`config.mk`:
```
export PLATFORM = sky130hd
export DESIGN_NAME = bullet_slot_arbiter
export DESIGN_NICKNAME = d
export VERILOG_FILES = /design/src/rtl/bullet_slot_arbiter.sv
export SDC_FILE = /design/constraint.sdc
export NUM_CORES = 1
export LEC_CHECK = 0
export ABC_AREA = 1
export CAP_MARGIN = 20
export CORE_ASPECT_RATIO = 0.5
export CORE_UTILIZATION = 40
export DETAILED_ROUTE_END_ITERATION = 10
export PLACE_DENSITY_LB_ADDON = 0.05
export REMOVE_ABC_BUFFERS = 1
export SYNTH_ARGS = -nofsm -noshare
export SYNTH_HDL_FRONTEND = slang
export SYNTH_SLANG_ARGS = --single-unit
```
`constraint.sdc`:
```
create_clock -name Clk -period 5 [get_ports Clk]
set_input_delay 1.5 -clock Clk [delete_from_list [all_inputs] [get_ports Clk]]
set_output_delay 1.5 -clock Clk [all_outputs]
set_load 0.02 [all_outputs]
```
`src/rtl/bullet_slot_arbiter.sv`:
```
// bullet_slot_arbiter: round-robin share of the bullet slot pool between two players, with per-player frame cooldown and live-bullet cap.
// Optional shot counters for the debug display are built when BULLET_ARB_STATS_EN is defined.
module bullet_slot_arbiter #(
  parameter int NUM_SLOTS       = 16,
  parameter int SLOT_W          = 4,
  parameter int COOLDOWN_FRAMES = 8,
  parameter int MAX_PER_PLAYER  = 8
) (
  input  logic                 Clk,
  input  logic                 Reset_n,
  input  logic                 frame_tick,
  input  logic                 clear,
  input  logic [1:0]           fire_req,
  input  logic [NUM_SLOTS-1:0] release_mask,
  output logic [1:0]           fire_ack,
  output logic                 spawn_valid,
  output logic [SLOT_W-1:0]    spawn_slot,
  output logic                 spawn_owner,
  output logic [NUM_SLOTS-1:0] active_mask,
  output logic [NUM_SLOTS-1:0] owner_mask,
  output logic [SLOT_W:0]      count_p1,
  output logic [SLOT_W:0]      count_p2,
  output logic                 pool_full
`ifdef BULLET_ARB_STATS_EN
  ,
  output logic [15:0]          shots_p1,
  output logic [15:0]          shots_p2
`endif
);
  localparam int CW = $clog2(COOLDOWN_FRAMES + 1);
  localparam logic [SLOT_W:0] MAX_C = (SLOT_W + 1)'(MAX_PER_PLAYER);
  typedef enum logic [1:0] {IDLE, ALLOC, ISSUE} state_t;
  state_t state;
  logic winner, last_grant, pick, has_free;
  logic [1:0] elig;
  logic [1:0][CW-1:0] cd;
  logic [SLOT_W-1:0] free_idx;
  logic [SLOT_W:0] c1, c2;
  always_comb begin
    c1 = '0;
    c2 = '0;
    free_idx = '0;
    for (int i = 0; i < NUM_SLOTS; i++) begin
      c1 += (SLOT_W + 1)'(active_mask[i] & ~owner_mask[i]);
      c2 += (SLOT_W + 1)'(active_mask[i] & owner_mask[i]);
    end
    for (int i = NUM_SLOTS - 1; i >= 0; i--)
      if (!active_mask[i]) free_idx = SLOT_W'(i);
  end
  assign has_free = ~&active_mask;
  assign elig[0] = fire_req[0] & (cd[0] == '0) & (count_p1 < MAX_C) & ~pool_full;
  assign elig[1] = fire_req[1] & (cd[1] == '0) & (count_p2 < MAX_C) & ~pool_full;
  // On a tie the player that did not win last time goes first.
  assign pick = (&elig) ? ~last_grant : elig[1];
  always_ff @(posedge Clk or negedge Reset_n) begin
    if (!Reset_n) begin
      state       <= IDLE;
      winner      <= 1'b0;
      last_grant  <= 1'b1;
      cd          <= '0;
      fire_ack    <= '0;
      spawn_valid <= 1'b0;
      spawn_slot  <= '0;
      spawn_owner <= 1'b0;
      active_mask <= '0;
      owner_mask  <= '0;
      count_p1    <= '0;
      count_p2    <= '0;
      pool_full   <= 1'b0;
    end else begin
      fire_ack    <= '0;
      spawn_valid <= 1'b0;
      count_p1    <= c1;
      count_p2    <= c2;
      pool_full   <= &active_mask;
      active_mask <= active_mask & ~release_mask;
      for (int p = 0; p < 2; p++)
        if (frame_tick && cd[p] != '0) cd[p] <= cd[p] - 1'b1;
      if (clear) begin
        active_mask <= '0;
        owner_mask  <= '0;
        cd          <= '0;
        state       <= IDLE;
      end else begin
        case (state)
          IDLE: if (|elig) begin
            winner <= pick;
            state  <= ALLOC;
          end
          ALLOC: begin
            state <= has_free ? ISSUE : IDLE;
            // Issue side effects land together with the registered spawn pulse so the
            // next IDLE already sees this bullet in the counts and pool_full.
            if (has_free) begin
              spawn_valid           <= 1'b1;
              spawn_slot            <= free_idx;
              spawn_owner           <= winner;
              fire_ack              <= winner ? 2'b10 : 2'b01;
              active_mask[free_idx] <= 1'b1;
              owner_mask[free_idx]  <= winner;
              last_grant            <= winner;
              cd[winner]            <= CW'(COOLDOWN_FRAMES);
            end
          end
          default: state <= IDLE;
        endcase
      end
    end
  end
`ifdef BULLET_ARB_STATS_EN
  always_ff @(posedge Clk or negedge Reset_n) begin
    if (!Reset_n) begin
      shots_p1 <= '0;
      shots_p2 <= '0;
    end else if (clear) begin
      shots_p1 <= '0;
      shots_p2 <= '0;
    end else begin
      if (fire_ack[0] && shots_p1 != 16'hFFFF) shots_p1 <= shots_p1 + 16'd1;
      if (fire_ack[1] && shots_p2 != 16'hFFFF) shots_p2 <= shots_p2 + 16'd1;
    end
  end
`endif
endmodule

```
# Word-level counts from Yosys, hierarchy flattened
# Index checks and enable logic that the tools add are counted.
# word_totals
regBits,63
elab_cells,179
output_inout_bits,51
in_bits,22
# classes
bitwise,64
addsub,32
reduce_logical,16
n_eq_ne,3
muxes,44
n_lt_le_gt_ge,6
# ops
operator,count
16-bit 2-to-1 mux,6
1-bit by 5-bit AND with 5-bit output,16
1-bit inverter with 5-bit output,16
4-bit 2-to-1 mux,19
5-bit adder,15
5-bit by 1-bit adder with 5-bit output,11
8-bit 2-to-1 mux,3
1-bit AND,22
16-bit AND,1
16-bit bitwise mux,1
16-bit inverter,1
16-bit bitwise OR,1
16-bit AND reduction,1
2-bit 2-to-1 mux,7
5-bit by 4-bit less-than comparator with 1-bit output (second input constant),2
4-bit zero test,2
4-bit nonzero test,2
4-bit by 1-bit subtractor with 4-bit output (second input constant),2
6-bit AND,1
6-bit inverter,1
3-bit AND reduction,2
4-bit by 1-bit adder with 5-bit output,1
4-bit by 5-bit less-than comparator with 1-bit output (second input constant),1
1-bit 2-to-1 mux,5
other kinds (19),26

# Longest topological paths before layout
# Gate-level depths: netlist of the first run.
# depth
ltp_word,24
depth_mapped,19
depth_no_buf,19

# Worst setup path after synthesis of the first run
# OpenSTA, ideal clock, no wires.
# synth_timing
path_kind,register to register
startpoint,reg active_mask[0]
endpoint,reg count_p1[2]
t_arrival_ps,3539
setup_time_ps,123
required_time_ps,4877
stages_incl_launch_ff,14
path_buffers,1
path_slack_ps,1337
synth_period_minus_slack_ps,3663
cell_sequence,dfrtp_1 -> buf_6 -> inv_4 -> nor2_1 -> fa_1 -> fa_1 -> fa_1 -> inv_1 -> fa_1 -> inv_1 -> ha_1 -> inv_1 -> fa_1 -> xnor2_1
# synth_between
elab_chain_cells,16
# synth_lines
element,line,rtl
start: declaration,19,"output logic [NUM_SLOTS-1:0] active_mask,"
start signal: assignment,76,active_mask <= active_mask & ~release_mask;
1-bit by 5-bit AND with 5-bit output,44,c1 += (SLOT_W + 1)'(active_mask[i] & ~owner_mask[i]);
5-bit adder (15 in series),44,
via c1[2],38,"logic [SLOT_W:0] c1, c2;"
end signal: assignment,67,count_p1 <= '0;
end signal: assignment,73,count_p1 <= c1;
end: declaration,21,"output logic [SLOT_W:0] count_p1,"
# The timed path passes the listed nets, and every way through them passes these cells.
# A chain may end at the register's enable or synchronous reset.

# Worst setup path after layout of the first run
# layout_timing
startpoint,reg active_mask[1]
endpoint,reg count_p1[4]
# The elaborated chain is that of the path after synthesis.

==> results of run 1 <==
## cells in the final DEF, fill, tap and decap left out, types with 2 or more instances in the layout
| cell | synthesis | layout |
|---|---|---|
| o21ai_1 | 2 | 2 |
| nand3_1 | 23 | 23 |
| buf_4 | 0 | 3 |
| xor2_1 | 6 | 6 |
| clkbuf_16 | 0 | 9 |
| o21ai_2 | 2 | 2 |
| nand2_2 | 9 | 9 |
| inv_1 | 63 | 63 |
| clkinv_2 | 0 | 2 |
| clkbuf_8 | 0 | 2 |
| dfrtp_1 | 62 | 62 |
| fa_1 | 20 | 20 |
| or2_2 | 7 | 7 |
| nor2_1 | 57 | 57 |
| nand4_1 | 20 | 20 |
| nor2_4 | 4 | 4 |
| xnor2_1 | 2 | 2 |
| o22ai_1 | 4 | 4 |
| clkdlybuf4s50_1 | 0 | 71 |
| nor4_1 | 2 | 2 |
| o21ai_0 | 8 | 8 |
| nand2_1 | 80 | 80 |
| inv_2 | 9 | 9 |
| a21oi_1 | 16 | 16 |
| ha_1 | 12 | 12 |
| nor3_4 | 3 | 3 |
## final cells by class
type / count / share of cell area [%]
inverter: 73 / 5.65
timing repair buffer: 75 / 15.1
clock inverter: 5 / 1.15
tap: 117 / 2.99
clock buffer: 11 / 5.16
multi-input combinational: 285 / 37.7
sequential: 63 / 32.2
## worst max-delay path, cell delays in order (launching register included)
cell     delay (ns)
dfrtp_1        0.48
inv_2          0.11
nor2_1         0.16
fa_1           0.46
fa_1           0.54
fa_1           0.55
inv_1          0.05
fa_1           0.46
inv_1          0.06
ha_1           0.16
inv_1          0.06
fa_1           0.40
o21ai_0        0.19
## through the flow
stage | total power [mW] | instances | hold slack (ns) | area, um2
2_1_floorplan | 0.882 | 421 | 0.453 | 3700
3_3_place_gp | 1.03 | 613 | 0.467 | 4580
3_5_place_dp | 1.03 | 613 | 0.475 | 4580
4_1_cts | 1.69 | 629 | 0.489 | 4890
5_1_grt | 1.76 | 629 | 0.503 | 4890
6_report | 1.66 | 629 | 0.487 | 4890
## how the worst max path moves through the flow
stage | endpoint | slack [ns] | cells past startpoint
floorplan | count_p1[2] | 1.32 | 12
global placement | count_p1[2] | 1.31 | 12
detailed placement | count_p1[4] | 1.22 | 12
CTS | count_p1[4] | 1.20 | 12
global route | count_p1[4] | 1.03 | 12
finish | count_p1[4] | 1.25 | 12
## report_power, final
| part | internal [mW] | switching (mW) | total, mW | leakage, nW |
|---|---|---|---|---|
| Combinational | 0.149 | 0.257 | 0.407 | 1.36 |
| Sequential | 0.572 | 0.0408 | 0.613 | 0.867 |
| Clock | 0.412 | 0.233 | 0.645 | 0.152 |
| Total | 1.13 | 0.532 | 1.66 | 2.38 |
## cells by family (layout without fill, tap and decap cells)
logic type               after synthesis  count (layout)
adder cells (fa/ha/maj)               32              32
flip-flops                            63              63
AO/OA/AOI/OAI                         35              35
AND/OR/NAND/NOR                      210             210
buffers and inverters                 82             164
XOR/XNOR                               8               8
## routing by layer
| metal | vias to the layer above | part of all wire, % |
|---|---|---|
| met5 | - | 0 |
| met4 | 0 | 1.1 |
| met3 | 11 | 7.6 |
| met2 | 102 | 42 |
| met1 | 1480 | 50 |
| li1 | 1510 | - |
## sequential cells by signal, summed over array words and instances, names as in the netlist
name and cells:
spawn_slot 4, pool_full 1, spawn_owner 1, fire_ack 2, owner_mask 16, count_p2 5
last_grant 1, active_mask 16, state 2, cd 8, spawn_valid 1, count_p1 5
winner 1
==> metrics, run 1 <==
CP Capture Type flip-flop; EDFF count, synth 0; Clock Sinks 63; Critical Path Start active_mask[1]; YS warnings 0; met1 global-route usage ~32%; CTS Buffer Depth 2; fin. max-slew vios 0; Synth Instances 430; LEAKAGE about 2.4 nW; Overflow after GRT 0; area of the multi-input gates between 0.0015 and 0.002 mm2; die width ~140 um; Reg-to-Reg Start active_mask[1]; HPWL after DPL between 7000 and 8000 um; xor/xnor share of the synthesized area around 1.9%; CTS Root Cell clkbuf_16; starting density of the core 42.3%; initial antenna violation count 0; Peak VDD IR roughly 0.16 mV; period utilisation layout approximately three quarters; WL/cell ~16 um; outcome complete, no violations; Setup Buffers After CTS 0; Synth Area in Adders between 10% and 20%; Clock Latency Late Sink 0.33 ns; Final WS setup between 1 and 1.5 ns; cell count of the worst reg-to-reg path 12; total CTS buffers 9; fill count 835; Final #Nets between 500 and 600; layout cells sized above 1 around an eighth; Layout Skew roughly 0.0038 ns; antenna cells 0; crit path max fanout 5; Synth Area per Inst slightly below 9 um2; largest area contributor in the netlist dfrtp_1; Reg-to-Reg End count_p1[4]; Top FF cell, synth dfrtp_1; Syn-to-layout area delta 29.6%; buffers added on ports about 70; H-tree levels 3; hold_buf cts 0; DR pass1 iterations 4; Compound-Gate Fraction of Synth Area 5.34%; DRT iter0 DRCs 96; MaxCap Viol Count 0; vias in the first global route about 3000; TNS Setup 0 ns; Slew @ Worst Pin ~0.84 ns; sequential-to-total area share from yosys stat about two fifths; Finish-stage setup viols 0; total track usage between 20% and 30%; dpl ws approximately 1.2 ns; FF+latch area ~0.0016 mm2; post-synth cell types 36; Max Fclk around 270 MHz; Core ar. 0.00892 mm2; via/cell ratio about 4.9; GR Util met3 a little over 6%; top cell type's share of synthesized area about two fifths; Final Util 54.9%; top-count cell post-synth nand2_1; synth cell count leaders nand2_1, inv_1, dfrtp_1; FF+latch count, synth 63; headroom to the max-slew limit around 44%; DRC viols 0; Most Used Layer, Global Route met1; largest net degree at the start of global routing 40; Worst EP arrival ~4.0 ns; Hold Startpoint spawn_slot[2]; r2r setup slk roughly 1.2 ns; Ports 73; Post-Route WL between 9000 and 10000 um; Reg clk slew, reported paths roughly 0.050 ns; main combinational cell family by area after synthesis simple AND/OR/NAND/NOR gates; first-pass GRT wire length 16100 um; Core Rows 24; post-route antenna net violation count 0; Syn Std Cell Area 0.00377 mm2; endpoints failing hold 0; kind of critical path flip-flop to flip-flop; height of the chip between 70 and 80 um; Hold Path End spawn_slot[2]; die area just under 0.01 mm2; gpl congestion roughly 0.89; crit path time final between 3 and 4 ns; Hold WC Path Type flip-flop to flip-flop; top cells by area, synth dfrtp_1, fa_1, nand2_1, inv_1, nor2_1; CP startpoint kind flip-flop; Post-Synth Simple-Gate Area a little over a quarter; Data required, critical path roughly 5.3 ns; M2 GR Usage between 30% and 40%; Vias 3103; Async S/R FF share, synth 100%; cts repair resizes 0; mux cell area share after synthesis 0%; CTS tree built; pwr dens approximately 340 mW/mm2; hold depth 2; setup repair after global routing missed its margin no
(Power assumes the default switching activity.)
==> run 2: changes to the inputs <==
- clock period: 5 -> 3.83 ns (I/O delays scaled with it)
==> run 2 against run 1 <==
Largest cell class unchanged. Final area grew 1.2%. Combinational power grew 34%. Worst hold slack gained 0.0027 ns. Global-route usage grew 0.54 points. Largest power group unchanged. Fmax grew 3.0%.
==> metrics, run 2 (synthesis results as in run 1) <==
top sig layer met4; vias in the first global route ~3000; buffers added on ports between 70 and 80; antenna cells 0; headroom to the max-slew limit 50.1%; Core Rows 24; MaxCap Viol Count 0; endpoints failing hold 0; DRC viols 0; gpl congestion 0.857; Ports 73; Reg-to-Reg Start active_mask[0]; worst-path cell chain nand2_1 > inv_1 > fa_1 > inv_1 > fa_1 > fa_1 > fa_1 > inv_1 > ha_1 > inv_1 > fa_1 > o21ai_0; r2r setup slk 0.19 ns; Crit path largest cell delay between 0.5 and 0.6 ns; cell count of the worst reg-to-reg path 12; period utilisation layout 95.1%; Reg-to-Reg End count_p2[4]; hold_buf cts 0; die width about 140 um; first-pass GRT wire length roughly 16000 um; hold depth 2; Hold WC Path Type flip-flop to flip-flop; met3 WL around 800 um; Max Fclk about 270 MHz; WL/cell roughly 16 um; Clock Latency Late Sink approximately 0.33 ns; CP startpoint kind flip-flop; dpl ws around 0.14 ns; outcome complete, no violations; Clock Sinks 63; most frequent CP cell fa_1; top flop regs active_mask: 16 flops, owner_mask: 16 flops, cd: 8 flops; DRT iter0 DRCs ~160; starting density of the core 42.3%; total CTS buffers 9; Post-Route WL approximately 10000 um; crit path time final 3.64 ns; die area ~0.0099 mm2; height of the chip 70.7 um; Power, Total roughly 2.2 mW; Peak VDD IR ~0.23 mV; kind of critical path flip-flop to flip-flop; TNS Setup 0 ns; Slew @ Worst Pin about 0.75 ns; crit path max fanout 5; M1 WL 5110 um; HPWL after DPL about 7800 um; Layout Skew 0.00401 ns; CTS Buffer Depth 2; most frequent cells in the layout nand2_1, clkdlybuf4s50_1, inv_1, dfrtp_1, nor2_1; Hold Path End spawn_slot[0]; fin. max-slew vios 0; Finish-stage setup viols 0; Reg clk slew, reported paths roughly 0.050 ns; met2 WL just over 4000 um; Worst EP arrival around 4 ns; pwr dens about 450 mW/mm2; CTS Root Cell clkbuf_16; DR pass1 iterations 4; Final #Nets roughly 570; H-tree levels 3; Core ar. about 0.0089 mm2; LEAKAGE 2.41 nW; CP Capture Type flip-flop; Data required, critical path 4.08 ns; Slowest-stage cell, CP fa_1; Hold Startpoint spawn_slot[0]; Final WS setup 0.190 ns; largest net degree at the start of global routing 33; Syn-to-layout area delta 31.2%; post-route antenna net violation count 0; total track usage around 22%; layout cells sized above 1 ~13%; Vias between 3000 and 4000; commonest non-fill, non-tap cell in the layout nand2_1; CTS tree built; initial antenna violation count 0; Overflow after GRT 0; setup repair after global routing missed its margin no; via/cell ratio 4.94
## run 2: power breakdown
part | leakage [nW] | total, mW | switching, mW | internal [mW]
Sequential | 0.863 | 0.796 | 0.0483 | 0.748
Clock | 0.157 | 0.873 | 0.288 | 0.585
Combinational | 1.39 | 0.545 | 0.339 | 0.206
Total | 2.41 | 2.21 | 0.676 | 1.54
## run 2: worst max-delay path by stage
stage	start	end	slack [ns]	cells after the start
after global placement	active_mask[3]	count_p1[2]	0.20	12
after global routing	active_mask[13]	count_p1[4]	0.003	12
after detailed placement	active_mask[3]	count_p1[4]	0.14	12
after floorplan	active_mask[0]	count_p1[2]	0.15	12
final	active_mask[0]	count_p2[4]	0.19	12
after CTS	active_mask[1]	count_p1[4]	0.15	12
## run 2: timing repair
action,CTS,global route
buffers inserted,0,2
setup endpoints to repair,0,2
gates resized for setup,0,2
endpoints found under the hold margin,0,0
## run 2: stage by stage
stage | util (%) | hold slack (ns) | instance area, um2 | cells
after floorplan | - | 0.453 | 3700 | 421
after global placement | 51.8 | 0.474 | 4620 | 616
after detailed placement | 51.8 | 0.476 | 4620 | 616
after CTS | 55.3 | 0.490 | 4940 | 632
after global routing | 55.5 | 0.509 | 4950 | 634
final | 55.5 | 0.490 | 4950 | 634
## run 2: worst max-delay path: cells and delay by family, from the launching register on
| kind | cells | cell delay (ns) |
|---|---|---|
| AND/OR/NAND/NOR | 1 | 0.10 |
| adder cells (fa/ha/maj) | 6 | 2.63 |
| AO/OA/AOI/OAI | 1 | 0.17 |
| flip-flops | 1 | 0.44 |
| buffers and inverters | 4 | 0.23 |
## run 2: layout make-up
cell class                 instances  area [um2]
fill                             830        3970
timing repair buffer              80         788
inverter                          73         277
sequential                        63        1580
tap                              117         146
clock inverter                     4        70.1
multi-input combinational        285        1850
clock buffer                      12         246
## run 2: layer usage
| metal | up-vias | global-route usage, % |
|---|---|---|
| met1 | 1506 | 33.6 |
| met3 | 10 | 6.64 |
| li1 | 1522 | - |
| met4 | 0 | 5.56 |
| met5 | - | 0 |
| met2 | 92 | 31.2 |
==> run 3: changes to the inputs <==
- CORE_MARGIN: default -> 3
==> run 3 against run 2 <==
Die area up 8.7%. Fmax decreased by 0.95%. Clock-buffer cell count decreased by 2. Wire length is 2.7% higher. Utilization up 0.065 points. Via count up 0.96%. Largest power group unchanged. Worst hold slack got worse by 0.0065 ns. Sequential power is essentially flat.
==> metrics, run 3 (synthesis results as in run 1) <==
TNS Setup 0 ns; DRT iter0 DRCs 193; via/cell ratio ~5; period utilisation layout between 90% and 100%; outcome complete, no violations; Peak VDD IR 0.244 mV; antenna cells 0; commonest non-fill, non-tap cell in the layout nand2_1; Finish-stage setup viols 0; Clock Sinks 63; HPWL after DPL slightly below 8000 um; crit path max fanout 5; WL/cell about 16 um; die width 143 um; Overflow after GRT 0; total track usage a little over a fifth; most frequent cells in the layout nand2_1, clkdlybuf4s50_1, inv_1, dfrtp_1, nor2_1; Final #Nets around 570; DR pass1 iterations 4; top flop regs active_mask: 16 flops, owner_mask: 16 flops, cd: 8 flops; WP buf/inv 5; hold_buf cts 0; die area 0.0107 mm2; H-tree levels 3; Hold WC Path Type flip-flop to flip-flop; CTS tree built; vias in the first global route 3050; DRC viols 0; Core ar. a little under 0.009 mm2; CP Capture Type flip-flop; pwr dens about 450 mW/mm2; CP startpoint kind flip-flop; Clock Latency Late Sink 0.33 ns; Hold Path End last_grant; Post-Route WL ~10000 um; CTS Root Cell clkbuf_16; worst-path cell chain inv_1 > nor2_2 > fa_1 > fa_1 > fa_1 > inv_1 > fa_1 > inv_1 > ha_1 > inv_1 > fa_2 > inv_1; crit path time final between 3 and 4 ns; Worst EP arrival 3.91 ns; Crit path largest cell delay between 0.5 and 0.6 ns; Final WS setup around 0.15 ns; CTS Buffer Depth 2; Core Rows 24; area of the multi-input gates approximately 0.0019 mm2; buffers added on ports a little over 70; Max Fclk roughly 270 MHz; first-pass GRT wire length roughly 16000 um; Reg clk slew, reported paths about 0.06 ns; Power, Total 2.24 mW; delay-heaviest family, CP adder cells; Data required, critical path 4.06 ns; post-route antenna net violation count 0; final instance area roughly 0.0050 mm2; Vias ~3200; endpoints failing hold 0; gpl congestion around 0.85; kind of critical path flip-flop to flip-flop; Ports between 70 and 80; fill count between 800 and 900; layout cells sized above 1 14.1%; r2r setup slk roughly 0.15 ns; initial antenna violation count 0; dpl ws around 0.15 ns; hold depth 2; starting density of the core between 40% and 50%; largest net degree at the start of global routing between 60 and 70; LEAKAGE between 2 and 2.5 nW; Hold Startpoint last_grant; fin. max-slew vios 0; Syn-to-layout area delta 31.8%; most frequent CP cell inv_1; Reg-to-Reg Start active_mask[9]; Slowest-stage cell, CP fa_1; headroom to the max-slew limit 46.9%; Final Util a little under three fifths; Layout Skew 0.00606 ns; FF+latch area approximately 0.0016 mm2; post-placement cell area between 0.004 and 0.005 mm2; total CTS buffers 9; Slew @ Worst Pin approximately 0.80 ns; MaxCap Viol Count 0; height of the chip about 75 um; Reg-to-Reg End count_p1[1]; cell count of the worst reg-to-reg path 12; setup repair after global routing missed its margin no
==> run 3: cell count changes in the layout (fill, tap and decap cells not counted), sizes merged <==
cell      previous run  this run
buf                  9        11
inv                 73        74
clkbuf              12        10
clkinvlp             0         2
clkinv               2         1
==> run 3: how the worst max path moves through the flow <==
| stage | startpoint | end | slack, ns | depth (start not counted) |
|---|---|---|---|---|
| global route | active_mask[13] | count_p1[1] | 0.007 | 12 |
| CTS | active_mask[1] | count_p1[2] | 0.10 | 12 |
| detailed placement | active_mask[1] | count_p1[2] | 0.15 | 12 |
| global placement | active_mask[1] | count_p1[2] | 0.23 | 12 |
| floorplan | active_mask[0] | count_p1[2] | 0.15 | 12 |
| finish | active_mask[9] | count_p1[1] | 0.15 | 12 |
==> run 3: final cells by class <==
| cell class | count | area share (%) |
|---|---|---|
| multi-input cells | 285 | 37.2 |
| flip-flops and latches | 63 | 31.8 |
| repair buffers | 82 | 15.9 |
| inverters | 73 | 5.56 |
| clock buffers | 10 | 4.80 |
| well taps | 117 | 2.94 |
| clock inverters | 6 | 1.86 |
==> run 3: worst min-delay path, cell delays in order, from the launching register on <==
cell	delay, ns
dfstp_2	0.36
inv_1	0.06
a21oi_1	0.06
==> run 3: what timing repair did <==
action	CTS	global route
buffers inserted	0	2
gates resized for setup	0	6
endpoints found under the setup margin	0	3
==> run 3: through the flow <==
stage          std cells  hold slack, ns
2_1_floorplan        421           0.453
3_3_place_gp         618           0.467
3_5_place_dp         618           0.476
4_1_cts              634           0.488
5_1_grt              636           0.506
6_report             636           0.483
==> run 3: where the power goes <==
part	switching [mW]	leakage, nW	internal, mW
combinational	0.347	1.40	0.206
clock	0.308	0.155	0.590
sequential	0.0469	0.863	0.747
total	0.701	2.42	1.54
==> run 3: metal layers <==
metal  vias up  share of wire, %  track usage (%)
li1       1528                 -                -
met1      1518                50             32.2
met5         -                 0                0
met4         0               1.2             7.10
met3        11               7.3             5.52
met2       103                41             28.2
